$ cat src/rtl/uart_pkg.sv
// UART receiver shared types: FSM states, data-width encoding,
// oversampling constants and a width-to-last-bit-index helper.
package uart_pkg;

  localparam int OVERSAMPLE = 16;
  localparam int MID_SAMPLE = 8;

  typedef enum logic [2:0] {
    IDLE,
    START,
    DATA,
    PARITY,
    STOP
  } state_e;

  typedef enum logic [1:0] {
    BITS5 = 2'b00,
    BITS6 = 2'b01,
    BITS7 = 2'b10,
    BITS8 = 2'b11
  } data_bits_e;

  // Index of the final data bit: 5 bits -> 4 ... 8 bits -> 7.
  function automatic logic [2:0] last_bit_idx(data_bits_e w);
    return {1'b1, w};
  endfunction

endpackage

$ cat src/rtl/uart_rx_synchronizer.sv
// Multi-flop synchronizer for the asynchronous rx line, reset to idle-high.
// Ports: clk_i, rst_n_i, d_i (async in), q_o (synchronized out).
module uart_rx_synchronizer #(
  parameter int SYNC_STAGES = 2
) (
  input  logic clk_i,
  input  logic rst_n_i,
  input  logic d_i,
  output logic q_o
);

  logic [SYNC_STAGES-1:0] sync_q;

  always_ff @(posedge clk_i or negedge rst_n_i) begin
    if (!rst_n_i) sync_q <= '1;
    else          sync_q <= {sync_q[SYNC_STAGES-2:0], d_i};
  end

  assign q_o = sync_q[SYNC_STAGES-1];

endmodule

$ cat src/rtl/uart_receiver.sv
// 16x-oversampled UART receiver, 5..8 data bits, optional parity, 1/2 stop.
// Ports: clk_i, rst_n_i, sample_i, enable_i, rx_i, config in; data/flags out.
module uart_receiver
  import uart_pkg::*;
#(
  parameter int SYNC_STAGES = 2
) (
  input  logic       clk_i,
  input  logic       rst_n_i,
  input  logic       sample_i,
  input  logic       enable_i,
  input  logic       rx_i,
  input  logic [1:0] data_bits_i,
  input  logic       parity_en_i,
  input  logic       parity_odd_i,
  input  logic       stop_bits_i,
  output logic [7:0] data_o,
  output logic       valid_o,
  output logic       parity_error_o,
  output logic       frame_error_o,
  output logic       busy_o
);

  state_e     state, state_n;
  logic       rx_s;
  logic [3:0] tick_cnt;
  logic [2:0] bit_cnt;
  logic [7:0] shreg;
  data_bits_e cfg_bits;
  logic       cfg_par_en;
  logic       cfg_odd;
  logic       cfg_stop2;
  logic       perr;
  logic       ferr;
  logic       tick_mid;
  logic       tick_end;
  logic       enter;
  logic       take;
  logic       done;

  uart_rx_synchronizer #(
    .SYNC_STAGES(SYNC_STAGES)
  ) u_sync (
    .clk_i  (clk_i),
    .rst_n_i(rst_n_i),
    .d_i    (rx_i),
    .q_o    (rx_s)
  );

  assign tick_mid = sample_i && (tick_cnt == 4'(MID_SAMPLE - 1));
  assign tick_end = sample_i && (tick_cnt == 4'(OVERSAMPLE - 1));

  always_ff @(posedge clk_i or negedge rst_n_i) begin
    if (!rst_n_i) state <= IDLE;
    else          state <= state_n;
  end

  always_comb begin
    state_n = state;
    take    = 1'b0;
    done    = 1'b0;
    unique case (state)
      IDLE: begin
        if (!rx_s) state_n = START;
      end
      START: begin
        if (tick_mid) begin
          take    = 1'b1;
          state_n = rx_s ? IDLE : DATA;
        end
      end
      DATA: begin
        if (tick_end) begin
          take = 1'b1;
          if (bit_cnt == last_bit_idx(cfg_bits))
            state_n = cfg_par_en ? PARITY : STOP;
        end
      end
      PARITY: begin
        if (tick_end) begin
          take    = 1'b1;
          state_n = STOP;
        end
      end
      STOP: begin
        // bit_cnt counts stop bits here; leave mid-bit on the last one.
        if (tick_end) begin
          take = 1'b1;
          if (bit_cnt[0] == cfg_stop2) begin
            done    = 1'b1;
            state_n = IDLE;
          end
        end
      end
      default: state_n = IDLE;
    endcase
    if (!enable_i) begin
      state_n = IDLE;
      take    = 1'b0;
      done    = 1'b0;
    end
    enter = (state_n != state);
  end

  always_ff @(posedge clk_i or negedge rst_n_i) begin
    if (!rst_n_i) begin
      tick_cnt       <= '0;
      bit_cnt        <= '0;
      shreg          <= '0;
      cfg_bits       <= BITS8;
      cfg_par_en     <= 1'b0;
      cfg_odd        <= 1'b0;
      cfg_stop2      <= 1'b0;
      perr           <= 1'b0;
      ferr           <= 1'b0;
      data_o         <= '0;
      valid_o        <= 1'b0;
      parity_error_o <= 1'b0;
      frame_error_o  <= 1'b0;
    end else begin
      if (enter || take || state == IDLE) tick_cnt <= '0;
      else if (sample_i)                  tick_cnt <= tick_cnt + 4'd1;

      if (enter)     bit_cnt <= '0;
      else if (take) bit_cnt <= bit_cnt + 3'd1;

      if (enter && state_n == START) begin
        cfg_bits   <= data_bits_e'(data_bits_i);
        cfg_par_en <= parity_en_i;
        cfg_odd    <= parity_odd_i;
        cfg_stop2  <= stop_bits_i;
        shreg      <= '0;
        perr       <= 1'b0;
        ferr       <= 1'b0;
      end

      if (take && state == DATA)
        shreg[bit_cnt] <= rx_s;
      if (take && state == PARITY)
        perr <= ((^shreg) ^ rx_s) != cfg_odd;
      if (take && state == STOP && !rx_s)
        ferr <= 1'b1;

      valid_o <= done;
      if (done) begin
        data_o         <= shreg;
        parity_error_o <= perr;
        frame_error_o  <= ferr | ~rx_s;
      end
    end
  end

  assign busy_o = (state != IDLE);

endmodule
$ cat config.mk
export PLATFORM = sky130hd
export DESIGN_NAME = uart_receiver
export DESIGN_NICKNAME = d
export VERILOG_FILES = /design/src/rtl/uart_pkg.sv /design/src/rtl/uart_rx_synchronizer.sv /design/src/rtl/uart_receiver.sv
export SDC_FILE = /design/constraint.sdc
export NUM_CORES = 1
export LEC_CHECK = 0
export CAP_MARGIN = 25
export CORE_MARGIN = 2
export CORE_UTILIZATION = 45
export CTS_CLUSTER_SIZE = 28
export DETAILED_ROUTE_END_ITERATION = 12
export MAX_ROUTING_LAYER = met4
export PLACE_DENSITY = 0.66
export SLEW_MARGIN = 20
export SYNTH_ARGS = -nofsm -noshare
export SYNTH_HDL_FRONTEND = slang
export SYNTH_SLANG_ARGS = --single-unit
$ cat constraint.sdc
create_clock -name clk_i -period 5.4 [get_ports clk_i]
set_input_delay 0.54 -clock clk_i [delete_from_list [all_inputs] [get_ports clk_i]]
set_output_delay 0.54 -clock clk_i [all_outputs]
set_load 0.02 [all_outputs]
==> impl_metrics.csv <==
group,metric,value,unit
yosys,async_reset_ff_share,100,%
timing,fin_tns_setup,0,ps
yosys,postSynthCellCount,182,
min_path,hp-class,"input pin to async pin",
floorplanning,dieArea,5000,um^2
yosys,synth_seq_cells,38,
finish,utilization,53.8,%
clocking,cts_setup_buffers,0,
timing,rsz0062_at_grt,"false",
outcome,status,"completed",
drt,via_count,1397,
global_route,busiest_layer,"met2",
timing,min_period,2450,ps
global_route,antenna_found_initial,0,
worst_setup_path,startpoint_type,"input pin",
global_route,grt_pass1_wl,6.86,mm
yosys,synth_edf_count,0,
floorplanning,rows,24,
global_route,grt_pass1_vias,1452,
finish,drive_above_1_share,18.8,%
yosys,synth_ff_type,"dfrtp_1",
timing,relSlewSlack,45.4,%
global_route,grt_overflow,0,
flow_run,max_cap_violations,0,
global_route,grt.met2_usage,26.8,%
clocking,hold_buffers,0,
drt,wl_per_cell,15.0,um
drt,first_pass_iters,4,
clocking,numCtsBuffers,5,
worst_setup_path,critPathMaxStageDelay,640,ps
clocking,cts_tree,"done",
timing,hold_viol_final,0,
yosys,syn_area,2000,um^2
global_route,grt.total_usage,17.6,%
finish,layout_common_cells,"dfrtp_1, mux2_2, clkdlybuf4s50_1",
drt,vias_per_cell,5.50,
yosys,syn_area_per_cell,11.0,um^2
yosys,yosysTopAreaCellShare,42.5,%
timing,clock.fmax,408,MHz
finish,seqCellArea,956,um^2
worst_setup_path,path_max_fanout,8,
finish,fill_cells,395,
worst_setup_path,critPathRequiredTime,5570,ps
floorplanning,die_y,70.7,um
timing,setup_violations,0,
floorplanning,start_util,46.3,%
clocking,ctsResizeCount,0,
power,powerDensity,257,nW/um^2
worst_setup_path,worstSetupPathType,"input pin to flip-flop",
finish,diodes,0,
clocking,cts_num_sinks,38,
clocking,cts.path.max_buffers,2,
yosys,synth_warnings,0,
finish,multi_input_area,958,um^2
timing,worst_pin_slew,819,ps
drt,drt_iter0_drc,61,
finish,final_common_cell,"dfrtp_1",
placement,portBuffers,21,
yosys,synth_top_area_cell,"dfrtp_1",
drt,drc,0,
floorplanning,die_w,70.7,um
worst_setup_path,cp.arrival,2620,ps
yosys,ys_seq_area_share,47.8,%
floorplanning,io_pins,22,
yosys,syn_nets,194,
placement,place_congestion,0.896,
yosys,synthDistinctLibCells,45,
worst_setup_path,critPathSlowestCell,"clkdlybuf4s50_1",
clocking,insertion_delay,280,ps
power,ir_worst_vdd,189,uV
timing,fin_crit_sh,45.3,%
power,leakage,0.988,nW
yosys,synth.top_cells.by_area,"dfrtp_1, mux2_2, xnor2_1, dfstp_2, nor2b_1",
global_route,grt.met1_usage,23.7,%
clocking,h-tree-depth,2,
floorplanning,coreArea,4320,um^2
global_route,grt_use_met3,5.13,%
timing,finClkSkew,4.69,ps
worst_setup_path,endpoint_kind,"flip-flop",
worst_setup_path,crit_path_cell_trace,"clkdlybuf4s50_1 -> nand4_1 -> nor2_2 -> nor4b_2 -> nand3b_1 -> mux2_2",
placement,hpwl,2.74,mm
clocking,root_buffer,"clkbuf_8",
finish,area_growth_syn_to_layout,16.3,%
timing,holdWs,349,ps
finish,finish.net_count,213,
timing,slew_viol_final,0,
global_route,grt_max_degree,39,
clocking,cts.clk_slew.worst_paths,70,ps
drt,ant_nets,0,
drt,wl,3.82,mm
## cells by family (layout without fill, tap and decap cells)
logic type	count (synthesis)	after routing	synth area share (%)
AO/OA/AOI/OAI	25	25	8.94
XOR/XNOR	18	18	7.88
adder cells (fa/ha/maj)	2	2	1.25
buffers and inverters	18	38	4.37
flip-flops	38	38	47.8
multiplexers	22	22	12.3
AND/OR/NAND/NOR	59	59	17.6
## worst paths after layout
path / from / to / slack (ps) / cells past startpoint
min in group clk_i: u_sync.sync_q[0]$_DFF_PN1_ / u_sync.sync_q[1]$_DFF_PN1_ / 360 / 0
setup / recovery: sample_i / shreg[1]$_DFF_PN0_ / 2950 / 6
hold reg to reg: u_sync.sync_q[0]$_DFF_PN1_ / u_sync.sync_q[1]$_DFF_PN1_ / 360 / 0
max in group asynchronous: rst_n_i / cfg_stop2$_DFFE_PN0P_ / 4530 / 1
hold / removal: rst_n_i / tick_cnt[3]$_DFFE_PN0P_ / 350 / 1
setup reg to reg: state[0]$_DFF_PN0_ / cfg_stop2$_DFFE_PN0P_ / 2970 / 4
## through the flow
stage	worst slack, ps	cell area (um^2)	total power, mW	instances
6_report	2950	2330	0.598	254
5_1_grt	2810	2330	0.630	254
4_1_cts	2810	2320	0.606	253
3_5_place_dp	2520	2210	0.374	245
3_3_place_gp	2580	2210	0.371	245
2_1_floorplan	3450	2000	0.353	182
## report_power, final
group          internal (mW)  switching [mW]  total, mW
registers              0.299          0.0119      0.311
clock network          0.138          0.0916      0.230
logic                 0.0286          0.0287     0.0573
## routing by layer
metal / part of all wire, % / vias up / wire [um]
met5: 0 / - / 0
met4: 1.1 / 0 / 43
met3: 4.6 / 7 / 175
met2: 46 / 30 / 1750
met1: 48 / 677 / 1850
li1: - / 683 / -
## flip-flops by register name, indices dropped and copies added, names as in the netlist
signal,count
cfg_odd,1
frame_error_o,1
state,3
u_sync.sync_q,2
ferr,1
tick_cnt,4
cfg_bits,2
parity_error_o,1
valid_o,1
data_o,8
shreg,8
cfg_stop2,1
cfg_par_en,1
bit_cnt,3
perr,1
## area by class of cell
class,count,area share [%]
Multi-Input combinational cell,126,41.2
Sequential cell,38,41.1
Timing Repair Buffer,22,9.13
Clock buffer,7,3.28
Tap cell,52,2.79
Clock inverter,1,1.29
Inverter,8,1.29
## synth_stat cells, drive strengths merged (2+ instances only)
| library cell | number |
|---|---|
| nor3 | 7 |
| nand4 | 3 |
| buf | 6 |
| and3 | 3 |
| xnor2 | 15 |
| nand4b | 2 |
| dfstp | 4 |
| a31oi | 3 |
| dfrtp | 34 |
| a21oi | 3 |
| nor3b | 4 |
| or3 | 3 |
| nand2 | 8 |
| xor2 | 3 |
| mux2 | 20 |
| nand3b | 2 |
| inv | 8 |
| clkbuf | 4 |
| mux2i | 2 |
| a211oi | 3 |
| o21ai | 6 |
| ha | 2 |
| nor2b | 8 |
| nor2 | 12 |
| nand3 | 2 |
## worst max-delay path, delay by kind of cell
family	cells	cell delay, ps
buffers and inverters	1	640
muxes	1	290
and+or+nand+nor	4	1140
Note: power is estimated with default switching activity, not from simulation.
